[src/rtl/serial_cmp_ctrl.sv]
//==============================================================================
// Module   : serial_cmp_ctrl (with helper module comparator)
// Purpose  : Multi-cycle unsigned magnitude comparator that scans CHUNK-bit
//            slices, MSB first, through one shared comparator, with
//            valid/ready handshakes on both sides.
// Macro    : SERIAL_CMP_EARLY_EXIT_EN - defined: stop at the first unequal
//            slice; undefined: constant-time scan of all N slices.
// Revision : 1.0 - initial release
//==============================================================================
`default_nettype none

module comparator #(
  parameter int CHUNK = 8
) (
  input  logic [CHUNK-1:0] a,
  input  logic [CHUNK-1:0] b,
  output logic             eq,
  output logic             lt
);
  assign eq = (a == b);
  assign lt = (a < b);
endmodule

module serial_cmp_ctrl #(
  parameter int WIDTH = 32,
  parameter int CHUNK = 8
) (
  input  logic             clk,
  input  logic             rst,
  input  logic             in_valid,
  output logic             in_ready,
  input  logic [WIDTH-1:0] a,
  input  logic [WIDTH-1:0] b,
  output logic             out_valid,
  input  logic             out_ready,
  output logic             eq,
  output logic             lt
);
  localparam int N    = WIDTH / CHUNK;
  localparam int IDXW = (N > 1) ? $clog2(N) : 1;
  localparam logic [IDXW-1:0] c_IDX_LAST = IDXW'(N - 1);

  localparam logic [1:0] c_IDLE = 2'd0;
  localparam logic [1:0] c_RUN  = 2'd1;
  localparam logic [1:0] c_DONE = 2'd2;

  logic [1:0]       r_state;
  logic [1:0]       w_next_state;
  logic [WIDTH-1:0] r_a;
  logic [WIDTH-1:0] r_b;
  logic [IDXW-1:0]  r_idx;
  logic [CHUNK-1:0] w_slices_a [N];
  logic [CHUNK-1:0] w_slices_b [N];
  logic [CHUNK-1:0] w_sa;
  logic [CHUNK-1:0] w_sb;
  logic             w_eq;
  logic             w_lt;
  logic             w_last;

  generate
    for (genvar gi = 0; gi < N; gi++) begin : g_slice
      assign w_slices_a[gi] = r_a[gi*CHUNK +: CHUNK];
      assign w_slices_b[gi] = r_b[gi*CHUNK +: CHUNK];
    end
  endgenerate

  assign w_sa   = w_slices_a[r_idx];
  assign w_sb   = w_slices_b[r_idx];
  assign w_last = (r_idx == '0);

  comparator #(.CHUNK(CHUNK)) u_cmp (
    .a  (w_sa),
    .b  (w_sb),
    .eq (w_eq),
    .lt (w_lt)
  );

  always_ff @(posedge clk) begin
    if (rst) r_state <= c_IDLE;
    else     r_state <= w_next_state;
  end

  always_comb begin
    w_next_state = r_state;
    case (r_state)
      c_IDLE: if (in_valid) w_next_state = c_RUN;
`ifdef SERIAL_CMP_EARLY_EXIT_EN
      c_RUN:  if (!w_eq || w_last) w_next_state = c_DONE;
`else
      c_RUN:  if (w_last) w_next_state = c_DONE;
`endif
      c_DONE: if (out_ready) w_next_state = c_IDLE;
      default: w_next_state = c_IDLE;
    endcase
  end

  always_comb begin
    in_ready  = (r_state == c_IDLE);
    out_valid = (r_state == c_DONE);
  end

`ifdef SERIAL_CMP_EARLY_EXIT_EN
  always_ff @(posedge clk) begin
    if (rst) begin
      r_a   <= '0;
      r_b   <= '0;
      r_idx <= c_IDX_LAST;
      eq    <= 1'b0;
      lt    <= 1'b0;
    end else if (r_state == c_IDLE) begin
      if (in_valid) begin
        r_a   <= a;
        r_b   <= b;
        r_idx <= c_IDX_LAST;
      end
    end else if (r_state == c_RUN) begin
      if (!w_eq) begin
        eq <= 1'b0;
        lt <= w_lt;
      end else if (w_last) begin
        eq <= 1'b1;
        lt <= 1'b0;
      end else begin
        r_idx <= r_idx - 1'b1;
      end
    end
  end
`else
  // The first differing slice is remembered so later slices cannot override it.
  logic r_decided;
  logic r_dlt;

  always_ff @(posedge clk) begin
    if (rst) begin
      r_a       <= '0;
      r_b       <= '0;
      r_idx     <= c_IDX_LAST;
      r_decided <= 1'b0;
      r_dlt     <= 1'b0;
      eq        <= 1'b0;
      lt        <= 1'b0;
    end else if (r_state == c_IDLE) begin
      if (in_valid) begin
        r_a       <= a;
        r_b       <= b;
        r_idx     <= c_IDX_LAST;
        r_decided <= 1'b0;
        r_dlt     <= 1'b0;
      end
    end else if (r_state == c_RUN) begin
      if (w_last) begin
        if (r_decided) begin
          eq <= 1'b0;
          lt <= r_dlt;
        end else begin
          eq <= w_eq;
          lt <= !w_eq && w_lt;
        end
      end else begin
        if (!r_decided && !w_eq) begin
          r_decided <= 1'b1;
          r_dlt     <= w_lt;
        end
        r_idx <= r_idx - 1'b1;
      end
    end
  end
`endif

endmodule

`default_nettype wire

[config.mk]
export PLATFORM = sky130hd
export DESIGN_NAME = serial_cmp_ctrl
export DESIGN_NICKNAME = d
export VERILOG_FILES = /design/src/rtl/serial_cmp_ctrl.sv
export SDC_FILE = /design/constraint.sdc
export NUM_CORES = 1
export LEC_CHECK = 0
export BUFFER_PORTS_ARGS = -buffer_cell sky130_fd_sc_hd__buf_2
export CAP_MARGIN = 40
export CELL_PAD_IN_SITES_DETAIL_PLACEMENT = 1
export CELL_PAD_IN_SITES_GLOBAL_PLACEMENT = 1
export CORE_UTILIZATION = 43
export DETAILED_ROUTE_END_ITERATION = 10
export HOLD_SLACK_MARGIN = 0.03
export PLACE_DENSITY = 0.94
export SKIP_LAST_GASP = 1
export SLEW_MARGIN = 20
export SYNTH_ARGS = -nofsm -noshare
export SYNTH_HDL_FRONTEND = slang
export SYNTH_HIERARCHICAL = 1
export SYNTH_SLANG_ARGS = --single-unit
[constraint.sdc]
create_clock -name clk -period 4.6 [get_ports clk]
set_clock_uncertainty 0.1 [all_clocks]
set_input_delay 0.69 -clock clk [delete_from_list [all_inputs] [get_ports clk]]
set_output_delay 0.69 -clock clk [all_outputs]
set_load 0.05 [all_outputs]
==> metrics <==
largest cells by area after synthesis dfxtp_1, nand2_1, mux4_2; vias ~2,900; syn_nets 448; crit-path max FO 16; H-tree levels 3; Setup violations, final 0; first-pass GRT wire length 14,300 µm; nets between 500 and 600; CTS Sinks 72; area grow syn2layout 16.8%; Distinct cells, synth 31; synthesized netlist cell count 371; Max Cap Viol 0; EDFF count, synth 0; gr usage total 0.250; Hold Path Class flip-flop to flip-flop; Critical R2R Launch r_idx[0]$_SDFFE_PP1P_; clk_lat worst skew about 360 ps; TNS Setup 0 ps; row count 31; RSZ-0062 raised after global routing false; crit start category flip-flop; hold_ws 358 ps; Synth async-reset ratio 0; Avg WL per Cell ~17 µm; switching share of power 0.276; die area 7900 µm²; number of synthesized register bits roughly 70; DRC viols 0; worst hold start r_a[12]$_SDFFE_PP0P_; crit share post-route 0.644; most common cell after layout, fill and taps aside nand2_1; leakage about 1.6 nW; post-DR vias/cell roughly 5.5; filler cell count in the final layout roughly 910; r2r setup slk 1640 ps; final hold violation count 0; number of global-route vias before repair 2,904; Clock Pin Slew Worst Setup and Hold Paths 80 ps; initial drt markers between 200 and 250; detailed-router iteration count before antenna repair 4; WP data arrival about 3200 ps; Setup CP Type flip-flop to flip-flop; hold buffers post-CTS 0; hpwl dp around 6500 µm; status finished, final reports clean; CP required approximately 4800 ps; Clock Power Share 0.368; Cell Pwr Density around 380 nW/µm²; sequential cell area roughly 1400 µm²; Setup Fix Bufs, Post-CTS 0; NetSw 392 µW; slew at the pin with the worst max-slew slack 656 ps; Peak VDD IR 0.148 mV; internal power approximately 1 mW; hold path endpoint r_a[12]$_SDFFE_PP0P_; post-cts sizing count 0; CTS tree built; Max Freq about 340 MHz; I/O Buffers 71; max incr delay on CP 560 ps; yosys synthesis warning count 6; placer congestion estimate around 0.81; post-synth top area share 0.444; RR Endpoint r_dlt$_SDFFE_PP0P_; Overflow after GRT 0; ant diodes 0; largest net degree at the start of global routing 38; area occupied by multi-input gates around 1600 µm²; synthesized area roughly 3200 µm²; commonest cells after routing, fill and taps aside nand2_1, dfxtp_1, buf_2; TritonCTS buffer count 9; DIE HEIGHT 88.9 µm; layout cells sized above 1 0.268; Max Slew Vio Count 0; Starting Density 0.445; hold depth 2; Yosys top cell by area dfxtp_1; CP cell instances buf_4 > mux4_2 > ha_1 > nand4_1 > nor2_1 > nor4_1 > a2111oi_0 > a41o_1; Gate power share 0.150; Die Wd just under 90 µm; clock tree buffer depth 2; Worst R2R Path Depth 8; max_slew headroom 0.563; core box area 7290 µm²; Total Routed Length ~9300 µm; Routed Antenna Nets 0; Top FF cell, synth dfxtp_1; capturing element type of the critical path flip-flop; Reg power frac 0.482; CP max-delay cell mux4_2; initial antenna violation count 0; clock period minus worst slack between 2000 and 3000 ps; CTS root buf clkbuf_8; Seq/Total Area, Yosys 0.444; Top Ports 72; Avg Cell Area, Syn roughly 8.8 µm²
layer usage:
metal / vias to the layer above / part of all wire / track usage
li1: 1367 / - / -
met3: 37 / 0.045 / 0.0508
met2: 92 / 0.52 / 0.445
met4: 0 / 0.043 / 0.167
met1: 1434 / 0.39 / 0.268
met5: - / 0 / 0
sequential cells by signal (all words and copies together) (netlist names):
signal	count
r_idx	2
r_dlt	1
r_state	2
r_decided	1
lt	1
eq	1
r_b	32
r_a	32
layout make-up:
type                       count  area share
inverter                      13      0.0129
sequential                    72       0.380
clock inverter                 5      0.0145
timing repair buffer          77       0.108
clock buffer                  11      0.0399
multi-input combinational    259       0.412
tap                           99      0.0327
worst max-delay path, delay by kind of cell, from the launching register on:
family / cells / cell delay (ps)
fa+ha+maj: 1 / 360
simple gates: 3 / 550
mux: 1 / 560
flops: 1 / 400
compound gates: 2 / 580
buf+inv: 1 / 340
worst max-delay path by stage:
stage	from	end	slack, ps	cells after the start
after floorplan	r_idx[0]$_SDFFE_PP1P_	r_dlt$_SDFFE_PP0P_	2100	8
after global placement	r_idx[0]$_SDFFE_PP1P_	lt$_SDFFE_PP0P_	1890	9
after detailed placement	r_idx[0]$_SDFFE_PP1P_	r_dlt$_SDFFE_PP0P_	1720	8
after CTS	r_idx[0]$_SDFFE_PP1P_	r_dlt$_SDFFE_PP0P_	1680	8
after global routing	r_idx[0]$_SDFFE_PP1P_	r_dlt$_SDFFE_PP0P_	1440	8
final	r_idx[0]$_SDFFE_PP1P_	r_dlt$_SDFFE_PP0P_	1640	8
cell usage after synthesis (3+ instances only):
master	number
a21oi_1	68
buf_2	6
buf_6	11
clkbuf_1	8
dfxtp_1	72
ha_1	9
inv_1	13
mux4_2	16
nand2_1	134
nand3b_1	3
nor2_1	5
through the flow:
| step | total power, mW | utilization | instances | instance area, µm² | setup slack [ps] |
|---|---|---|---|---|---|
| after floorplan | 0.842 | - | 371 | 3250 | 2100 |
| after global placement | 0.885 | 0.490 | 519 | 3570 | 1890 |
| after detailed placement | 0.904 | 0.490 | 519 | 3570 | 1720 |
| after CTS | 1.42 | 0.518 | 535 | 3780 | 1680 |
| after global routing | 1.48 | 0.520 | 536 | 3790 | 1440 |
| final | 1.42 | 0.520 | 536 | 3790 | 1640 |
kinds of logic after synthesis:
group,count (synthesis),synth area share
compound gates,78,0.135
fa+ha+maj,9,0.0347
buf+inv,40,0.0763
flops,72,0.444
mux,17,0.114
simple gates,155,0.196
power by group through the flow:
stage / clock [mW] / sequential [mW] / combinational (mW)
floorplan: 0 / 0.686 / 0.156
global placement: 0 / 0.698 / 0.187
detailed placement: 0 / 0.701 / 0.203
CTS: 0.528 / 0.687 / 0.209
global route: 0.555 / 0.690 / 0.231
finish: 0.524 / 0.686 / 0.213
(Power assumes the default switching activity.)
